[src/rtl/gen_reg_file.sv]
// Addressable register bank: two async read ports, one sync write port, optional hardwired-zero R0
// and a one-register-per-cycle sweep-clear sequencer. Optional macro: GEN_REG_FILE_BYPASS_EN.
module gen_reg_file #(
    parameter int              WIDTH   = 32,
    parameter int              DEPTH   = 16,
    parameter int              ZERO_R0 = 1,
    parameter logic [WIDTH-1:0] INIT   = '0,
    localparam int             AW      = $clog2(DEPTH)
) (
    input  logic             clk,
    input  logic             clr,
    input  logic             wr_en,
    input  logic [AW-1:0]    wr_addr,
    input  logic [WIDTH-1:0] wr_data,
    output logic             wr_ack,
    input  logic [AW-1:0]    rd_addr_a,
    input  logic [AW-1:0]    rd_addr_b,
    output logic [WIDTH-1:0] rd_data_a,
    output logic [WIDTH-1:0] rd_data_b,
    input  logic             sweep_req,
    output logic             busy
);

    typedef enum logic {
        IDLE  = 1'b0,
        SWEEP = 1'b1
    } state_t;

    state_t           state_q;
    logic [AW-1:0]    cnt_q;
    logic             busy_q;
    logic [WIDTH-1:0] regs_q [DEPTH];
    logic             wr_commit;
    logic [AW-1:0]    rd_addr [2];
    logic [WIDTH-1:0] rd_data [2];

    assign wr_ack    = wr_en & ~busy_q;
    assign busy      = busy_q;
    // A write to a hardwired R0 is still acknowledged; only the storage update is dropped.
    assign wr_commit = wr_ack & ~((ZERO_R0 != 0) && (wr_addr == '0));

    always_ff @(posedge clk) begin
        if (!clr) begin
            state_q <= IDLE;
            cnt_q   <= '0;
            busy_q  <= 1'b0;
        end else begin
            case (state_q)
                IDLE: begin
                    if (sweep_req) begin
                        state_q <= SWEEP;
                        cnt_q   <= '0;
                        busy_q  <= 1'b1;
                    end
                end
                SWEEP: begin
                    if (cnt_q == AW'(DEPTH - 1)) begin
                        state_q <= IDLE;
                        cnt_q   <= '0;
                        busy_q  <= 1'b0;
                    end else begin
                        cnt_q <= cnt_q + 1'b1;
                    end
                end
                default: begin
                    state_q <= IDLE;
                    cnt_q   <= '0;
                    busy_q  <= 1'b0;
                end
            endcase
        end
    end

    // Sweep and write never collide: writes are only acked while the sequencer is idle.
    always_ff @(posedge clk) begin
        if (!clr) begin
            for (int i = 0; i < DEPTH; i++) begin
                regs_q[i] <= ((ZERO_R0 != 0) && (i == 0)) ? '0 : INIT;
            end
        end else if (state_q == SWEEP) begin
            regs_q[cnt_q] <= '0;
        end else if (wr_commit) begin
            regs_q[wr_addr] <= wr_data;
        end
    end

    assign rd_addr[0] = rd_addr_a;
    assign rd_addr[1] = rd_addr_b;

    always_comb begin
        for (int p = 0; p < 2; p++) begin
            rd_data[p] = regs_q[rd_addr[p]];
            if ((ZERO_R0 != 0) && (rd_addr[p] == '0)) begin
                rd_data[p] = '0;
            end
`ifdef GEN_REG_FILE_BYPASS_EN
            else if (wr_ack && (wr_addr == rd_addr[p])) begin
                rd_data[p] = wr_data;
            end
`endif
        end
    end

    assign rd_data_a = rd_data[0];
    assign rd_data_b = rd_data[1];

endmodule

[config.mk]
export PLATFORM = sky130hd
export DESIGN_NAME = gen_reg_file
export DESIGN_NICKNAME = d
export VERILOG_FILES = /design/src/rtl/gen_reg_file.sv
export SDC_FILE = /design/constraint.sdc
export NUM_CORES = 1
export LEC_CHECK = 0
export CORE_ASPECT_RATIO = 0.8
export CORE_UTILIZATION = 38
export CTS_BUF_LIST = sky130_fd_sc_hd__clkbuf_8
export DETAILED_ROUTE_END_ITERATION = 6
export MAX_ROUTING_LAYER = met4
export PLACE_DENSITY = 0.58
export SKIP_LAST_GASP = 1
export SLEW_MARGIN = 20
export SYNTH_ARGS = -nofsm -noshare
export SYNTH_HDL_FRONTEND = slang
export SYNTH_SLANG_ARGS = --single-unit
[constraint.sdc]
create_clock -name clk -period 4.1 [get_ports clk]
set_input_delay 0.615 -clock clk [delete_from_list [all_inputs] [get_ports clk]]
set_output_delay 0.615 -clock clk [all_outputs]
set_load 0.01 [all_outputs]
Word-level counts from Yosys, hierarchy flattened
Memories as Yosys holds them, arrays and structs flattened.
Cells that the tools add are included.
W data, S select, Z words.
- mux-type cells: 25
- add/subtract/negate cells: 1
- equal/unequal tests: 3
- reduce and logical (&&, ||, !) cells: 6
- bitwise logic cells: 5
- operators with widths (operator ; count):
    $mux W32 ; 4
    $reduce_or A32 Y1 ; 2
    $mux W4 ; 4
    $mux W1 ; 14
    $logic_not A4 Y1 ; 3
    $pmux W4 S2 ; 1
    $add A4 B1 Y4 const B ; 1
    $eq A4 B4 Y1 const B ; 1
    $pmux W1 S2 ; 2
    $not A1 Y1 ; 3
    $and A1 B1 Y1 ; 2
    $ne A2 B1 Y1 const B ; 1
    $ne A2 B2 Y1 const B ; 1
    $reduce_and A2 Y1 ; 1
- output and inout bits: 66
- memories: 1
- RAM bits: 512
- flip-flop bits (word level): 6
- word-level logic and storage cells: 44
- memories (memory ; words ; bits a word ; rd ports ; clocked after Yosys merged registers in ; wr ports ; line ; text):
    regs_q ; 16 ; 32 ; 2 ; 0 ; 16 ; 32 ; logic [WIDTH-1:0] regs_q [DEPTH];

Longest topological paths before layout
Gate-level depths: netlist of the first run.
- depth in word-level cells: 9
- mapped depth: 7
- depth with buffers taken out: 5

Worst setup path before layout of the first run
OpenSTA, ideal clock, no wires.
- path type: input -> register
- from: input port clr
- to: memory regs_q[15][0] (enable)
- path slack: -0.024 ns
- data arrival time: 3.659 ns
- required time: 3.634 ns
- stages: 6
- setup time: 0.466 ns
- cell sequence: buf_4 -> nand4bb_4 -> buf_2 -> a21oi_1 -> o22a_1 -> o21ai_0
- RTL lines (item ; line ; text):
    start: declaration ; 11 ; input logic clr,
    end: declaration ; 32 ;

Worst setup path in the final report of the first run
- from: input port rd_addr_b[0]
- to: output port rd_data_b[14]
- longest elaborated chain between the ends: 2
- elaborated cells on any way between the ends: 3
- those cells by class: mux: 1; reduce/logical: 1; memory: 1
- RTL lines (item ; line ; text):
    start: declaration ; 17 ; input logic [AW-1:0] rd_addr_b,
    $mem_v2 Z16 W32 or $logic_not A4 Y1 (tied branches) ; n/a ;
    $mux W32 * ; 93 ; if ((ZERO_R0 != 0) && (rd_addr[p] == '0)) begin
    end: declaration ; 19 ; output logic [WIDTH-1:0] rd_data_b,
Every way passes the cells marked *; elsewhere a longest branch is shown, timed or not.

==> results of run 1 <==
==> per-layer routing <==
layer  global-route usage (%)  vias to the layer above  share of wire (%)
li1                         -                     7757                  -
met1                     35.1                     9394                 42
met2                     39.4                     1051                 46
met3                     4.98                      179                9.4
met4                     7.91                        0                2.8
met5                        -                        -                  0
==> cell type report <==
class                           count  share of cell area [%]
Tap cell                          913                    3.80
Clock inverter                     63                    1.07
Multi-Input combinational cell   1309                    35.7
Antenna cell                        5                  0.0416
Clock buffer                       85                    3.89
Timing Repair Buffer              216                    7.08
Inverter                            4                  0.0499
Sequential cell                   487                    48.4
==> cells by family after synthesis <==
family / share of synthesized area [%]
AOI/OAI and AO/OA: 7.14
adders and majority gates: 0.0484
buffers and inverters: 3.10
DFF: 56.4
muxes: 20.2
other: 0.0145
and+or+nand+nor: 13.1
==> how the worst max path moves through the flow <==
stage,start,cells after the start,to
floorplan,clr,6,regs_q[15][0]$_SDFFCE_PN0P_
global placement,rd_addr_b[0],7,rd_data_b[14]
detailed placement,rd_addr_b[0],7,rd_data_b[14]
CTS,rd_addr_b[0],7,rd_data_b[14]
global route,rd_addr_b[0],7,rd_data_b[5]
finish,rd_addr_b[0],7,rd_data_b[14]
==> report_power, final <==
| part | leakage (nW) | total [mW] | internal (mW) | switching, mW |
|---|---|---|---|---|
| Sequential | 4.91 | 5.81 | 5.69 | 0.122 |
| Combinational | 4.78 | 1.61 | 0.670 | 0.944 |
| Clock | 0.851 | 4.10 | 2.05 | 2.05 |
| Total | 10.5 | 11.5 | 8.41 | 3.11 |
==> synthesized netlist by cell type, types with 2 or more instances <==
cell type | number | area (um2)
a2111oi_0 | 30 | 263
nor2_1 | 297 | 1110
a22oi_1 | 37 | 278
nor2b_1 | 45 | 282
nand2_1 | 80 | 300
buf_4 | 19 | 143
and3_1 | 2 | 12.5
a21oi_1 | 81 | 405
mux2i_1 | 190 | 1900
buf_1 | 5 | 18.8
mux2_2 | 32 | 360
nor3_2 | 2 | 20.0
o22a_1 | 2 | 17.5
o21ai_0 | 15 | 75.1
edfxtp_1 | 481 | 14400
clkbuf_1 | 87 | 327
nand3_1 | 2 | 10.0
nor3_1 | 7 | 35.0
buf_2 | 53 | 265
dfxtp_1 | 6 | 120
a21o_1 | 2 | 15.0
mux4_2 | 131 | 2950
buf_6 | 3 | 33.8
nor3b_1 | 4 | 30.0
inv_1 | 4 | 15.0
and2_1 | 228 | 1430
nand2b_1 | 6 | 37.5
o22ai_1 | 63 | 394
a221o_1 | 31 | 310
==> tightest hold or removal path: cells and delay by family <==
family	cells	cell delay [ps]
compound gates	2	140
buf+inv	1	190
==> state kept, by name (all words and copies together) (netlist names) <==
signal,cells
regs_q,481
cnt_q,4
busy,1
state_q,1
==> through the flow <==
| stage | utilization, % | total power, mW | worst slack, ps | TNS [ps] |
|---|---|---|---|---|
| detailed placement | 42.5 | 7.51 | 264 | 0 |
| floorplan | - | 6.75 | -24.4 | -4390 |
| global route | 44.8 | 11.9 | 131 | 0 |
| finish | 44.8 | 11.5 | 206 | 0 |
| CTS | 44.8 | 11.6 | 257 | 0 |
| global placement | 42.5 | 7.48 | 207 | 0 |
==> qor.yml, run 1 <==
status:
  outcome: "finished clean"
clock_network:
  cts_buffer_depth: 3
  cts.reportedPaths.clkPinSlew_ps: 60
  cts_sinks: 487
  cts_tree: "done"
  cts_buffers: 83
  clock_latency_ps: 690
  cts_root_buffer: "clkbuf_8"
  h-tree-depth: 3
  postCtsSetupRepairBufs: 0
  cts.hold.buffers_added: 0
  cts-resized-gates: 0
detailed_routing:
  drcViolationCount: 0
  via_per_inst: 5.96
  first_pass_iters: 5
  drtIter0Drc: 2302
  antenna_left: 0
  routedWlPerCell_um: 28.3
  wl_um: 87100
  vias: 18381
sta:
  slew_headroom_pct: 26.9
  post-route-period-util_pct: 95.0
  period_needed_ps: 3890
  whs_ps: 330
  worst_pin_slew_ps: 1090
  finalSetupViolCount: 0
  maxSlewViolCount: 0
  skew_ps: 32.0
  hold_viol_final: 0
  max_clock_freq_ghz: 0.257
  rsz0062_at_grt: "no"
worst_hold_path:
  min_path_cells: 3
  hp-class: "input pin to flop"
  worstHoldStart: "clr"
  whs_endpoint: "cnt_q[3]$_SDFFE_PN0P_"
yosys:
  synth_edf_count: 481
  syn_area_per_cell_um2: 13.1
  yosysSeqAreaShare_pct: 56.4
  ys_types: 51
  yosys_warnings: 0
  postSynthCellCount: 1967
  synthArstFlopShare_pct: 0
  syn_nets: 2016
  syn_area_um2: 25800
  ys.flop_type: "edfxtp_1"
  ys_seq_elements: 487
power_and_ir_drop:
  p_leak_nw: 10.5
  power.density_nw_per_um2: 383
  ir_worst_vdd_v: 0.000210
global_route:
  grt_pass1_vias: 18624
  groute.usage.overall_pct: 25.9
  grt_overflow: 0
  antenna_found_initial: 2
  grt_first_pass_wirelength_um: 126000
  grt_max_degree: 39
cells_and_area:
  final_common_cell: "edfxtp_1"
  register_area_um2: 14600
  final_area_um2: 30100
  nets: 2150
  instances_no_fill: 3082
  area_growth_pct: 16.5
  multi_input_area_um2: 10700
  final_cell_mix: "edfxtp_1 (481), nor2_1 (295), and2_1 (226)"
  nFillCells: 6098
  layout-drive-gt1-share_pct: 19.0
floorplanning:
  placementRows: 85
  die_area_um2: 69000
  die_h_um: 235
  coreArea_um2: 67200
  start_util_pct: 38.4
  die_x_um: 293
  io_pins: 114
place:
  gp_congestion: 0.821
  place_inst: 2929
  portBuffers: 113
  dp_hpwl_um: 51800
  postPlaceCellArea_um2: 28600
setup_path:
  end_kind: "output pin"
  crit_required_ps: 3480
  reg2reg_from: "state_q$_SDFF_PN0_"
  cpMaxStageDelayCell: "a2111oi_0"
  reg2reg_depth: 5
  start_kind: "input pin"
  r2r-end: "regs_q[13][16]$_SDFFCE_PN0P_"
  r2r_slack_ps: 1160
  crit_type: "input pin to output pin"
  cp_max_fo: 19
  crit_path_cell_trace: "clkdlybuf4s50_1 > buf_4 > nor3b_2 > buf_4 > a2111oi_0 > nor2_1 > clkdlybuf4s50_1"
  arrival_ps: 3280
  crit_family: "buffers and inverters"
  worst-path-buf-inv: 4
  cpPeakStageDelay_ps: 740
flow_run:
  maxCapViolCount: 0
No activity file was read; power rests on OpenSTA's default activity.
==> run 2: changes to the inputs <==
--- a/config.mk
+++ b/config.mk
@@ -6,6 +6,7 @@
 export NUM_CORES = 1
 export LEC_CHECK = 0
 export CORE_ASPECT_RATIO = 0.8
+export CORE_MARGIN = 2
 export CORE_UTILIZATION = 38
 export CTS_BUF_LIST = sky130_fd_sc_hd__clkbuf_8
 export DETAILED_ROUTE_END_ITERATION = 6
==> qor.yml, run 2 (synthesis gave the netlist of run 1 again) <==
clock_network:
  cts_root_buffer: "clkbuf_8"
  h-tree-depth: 3
  cts.hold.buffers_added: 0
  cts.reportedPaths.clkPinSlew_ps: 60
  cts_buffer_depth: 3
  cts-resized-gates: 0
  clock_latency_ps: 690
  cts_sinks: 487
  cts_buffers: 83
  cts_tree: "done"
  postCtsSetupRepairBufs: 0
global_route:
  grt_first_pass_wirelength_um: 126000
  grt_pass1_vias: 18399
  grt_max_degree: 44
  grt_overflow: 0
  groute.usage.overall_pct: 25.5
  antenna_found_initial: 5
cells_and_area:
  final_common_cell: "edfxtp_1"
  final_cell_mix: "edfxtp_1 (481), nor2_1 (295), and2_1 (226)"
  area_growth_pct: 16.0
  largest_register_ffs: 481
  largestRegisters: "regs_q: 481 flops, cnt_q: 4 flops"
  final_area_um2: 30000
  layout-drive-gt1-share_pct: 18.9
  regMostFlops: "regs_q"
  nets: 2144
sta:
  skew_ps: 35.6
  hold_viol_final: 0
  max_clock_freq_ghz: 0.246
  post-route-period-util_pct: 99.3
  finalSetupViolCount: 0
  slew_headroom_pct: 22.4
  maxSlewViolCount: 0
  worst_pin_slew_ps: 1150
  final.setup.tns_ps: 0
  rsz0062_at_grt: "no"
  finalWorstSetupSlack_ps: 27.9
  period_needed_ps: 4070
place:
  portBuffers: 113
  pre_cts_slack_ps: 67.7
  dp_hpwl_um: 52900
  gp_congestion: 0.821
  postPlaceCellArea_um2: 28600
floorplanning:
  die_h_um: 237
  placementRows: 85
  start_util_pct: 38.4
  die_area_um2: 70100
  die_x_um: 295
  io_pins: 114
  coreArea_um2: 67300
detailed_routing:
  drtIter0Drc: 2103
  wl_um: 86700
  drcViolationCount: 0
  vias: 18219
  antenna_left: 0
  via_per_inst: 5.95
  routedWlPerCell_um: 28.3
  first_pass_iters: 7
setup_path:
  crit_type: "input pin to output pin"
  cpPeakStageDelay_ps: 960
  cpMaxStageDelayCell: "a2111oi_0"
  crit_path_cell_trace: "clkdlybuf4s50_1 > buf_4 > nand2b_1 > buf_4 > o22ai_1 > a2111oi_0 > nor2_1 > clkdlybuf4s50_1"
  crit_family: "buffers and inverters"
  worst-path-buf-inv: 4
  cp_max_fo: 19
  crit_required_ps: 3480
  end_kind: "output pin"
  start_kind: "input pin"
  arrival_ps: 3460
status:
  outcome: "finished clean"
flow_run:
  maxCapViolCount: 0
power_and_ir_drop:
  p_leak_nw: 10.5
  ir_worst_vdd_v: 0.000220
  power.density_nw_per_um2: 379
worst_hold_path:
  hp-class: "input pin to flop"
## run 2: cell count changes in the layout (fill, tap and decap cells not counted), moves of 2 or more
cell	delta
bufinv_16	-2
clkinv_1	-19
clkbuf_8	+2
clkinvlp_4	+2
buf_4	-8
inv_6	-2
diode_2	-2
inv_1	+7
## run 2: layout make-up
class	instances	area, um2
repair buffers	210	2100
clock inverters	48	209
well taps	913	1140
fillers	6091	37300
multi-input cells	1309	10700
clock buffers	87	1200
flip-flops and latches	487	14600
diodes	3	7.51
inverters	4	15.0
## run 2: worst min-delay path: stages
cell,delay [ps]
buf_2,180
o21ai_0,100
a21oi_1,40
## run 2: report_power, final
group	internal, mW	total (mW)	switching, mW	leakage (nW)
sequential	5.69	5.81	0.120	4.91
combinational	0.668	1.61	0.943	4.75
clock	1.94	3.93	2.00	0.832
## run 2: worst paths after layout
| check | start | end | slack, ps | cells after the start |
|---|---|---|---|---|
| min reg2reg | busy$_SDFFE_PN0P_ | busy$_SDFFE_PN0P_ | 590 | 2 |
| max reg2reg | state_q$_SDFF_PN0_ | regs_q[15][15]$_SDFFCE_PN0P_ | 1220 | 5 |
| min | clr | cnt_q[3]$_SDFFE_PN0P_ | 320 | 3 |
| max | rd_addr_b[0] | rd_data_b[28] | 30 | 8 |
## run 2: metrics by stage
step | power, mW | utilization [%] | hold WS, ps | cells
after global routing | 11.7 | 44.5 | 303 | 3061
after global placement | 7.48 | 42.4 | 586 | 2923
after CTS | 11.4 | 44.5 | 279 | 3058
after detailed placement | 7.51 | 42.4 | 594 | 2923
final | 11.4 | 44.5 | 323 | 3061
after floorplan | 6.75 | - | 566 | 1967
## run 2: routing by layer
| metal | up-vias | global-route usage (%) | wire, um |
|---|---|---|---|
| met2 | 1085 | 38.6 | 39700 |
| met3 | 177 | 4.92 | 8210 |
| li1 | 7722 | - | - |
| met5 | - | - | 0 |
| met1 | 9235 | 34.8 | 36300 |
| met4 | 0 | 7.72 | 2480 |
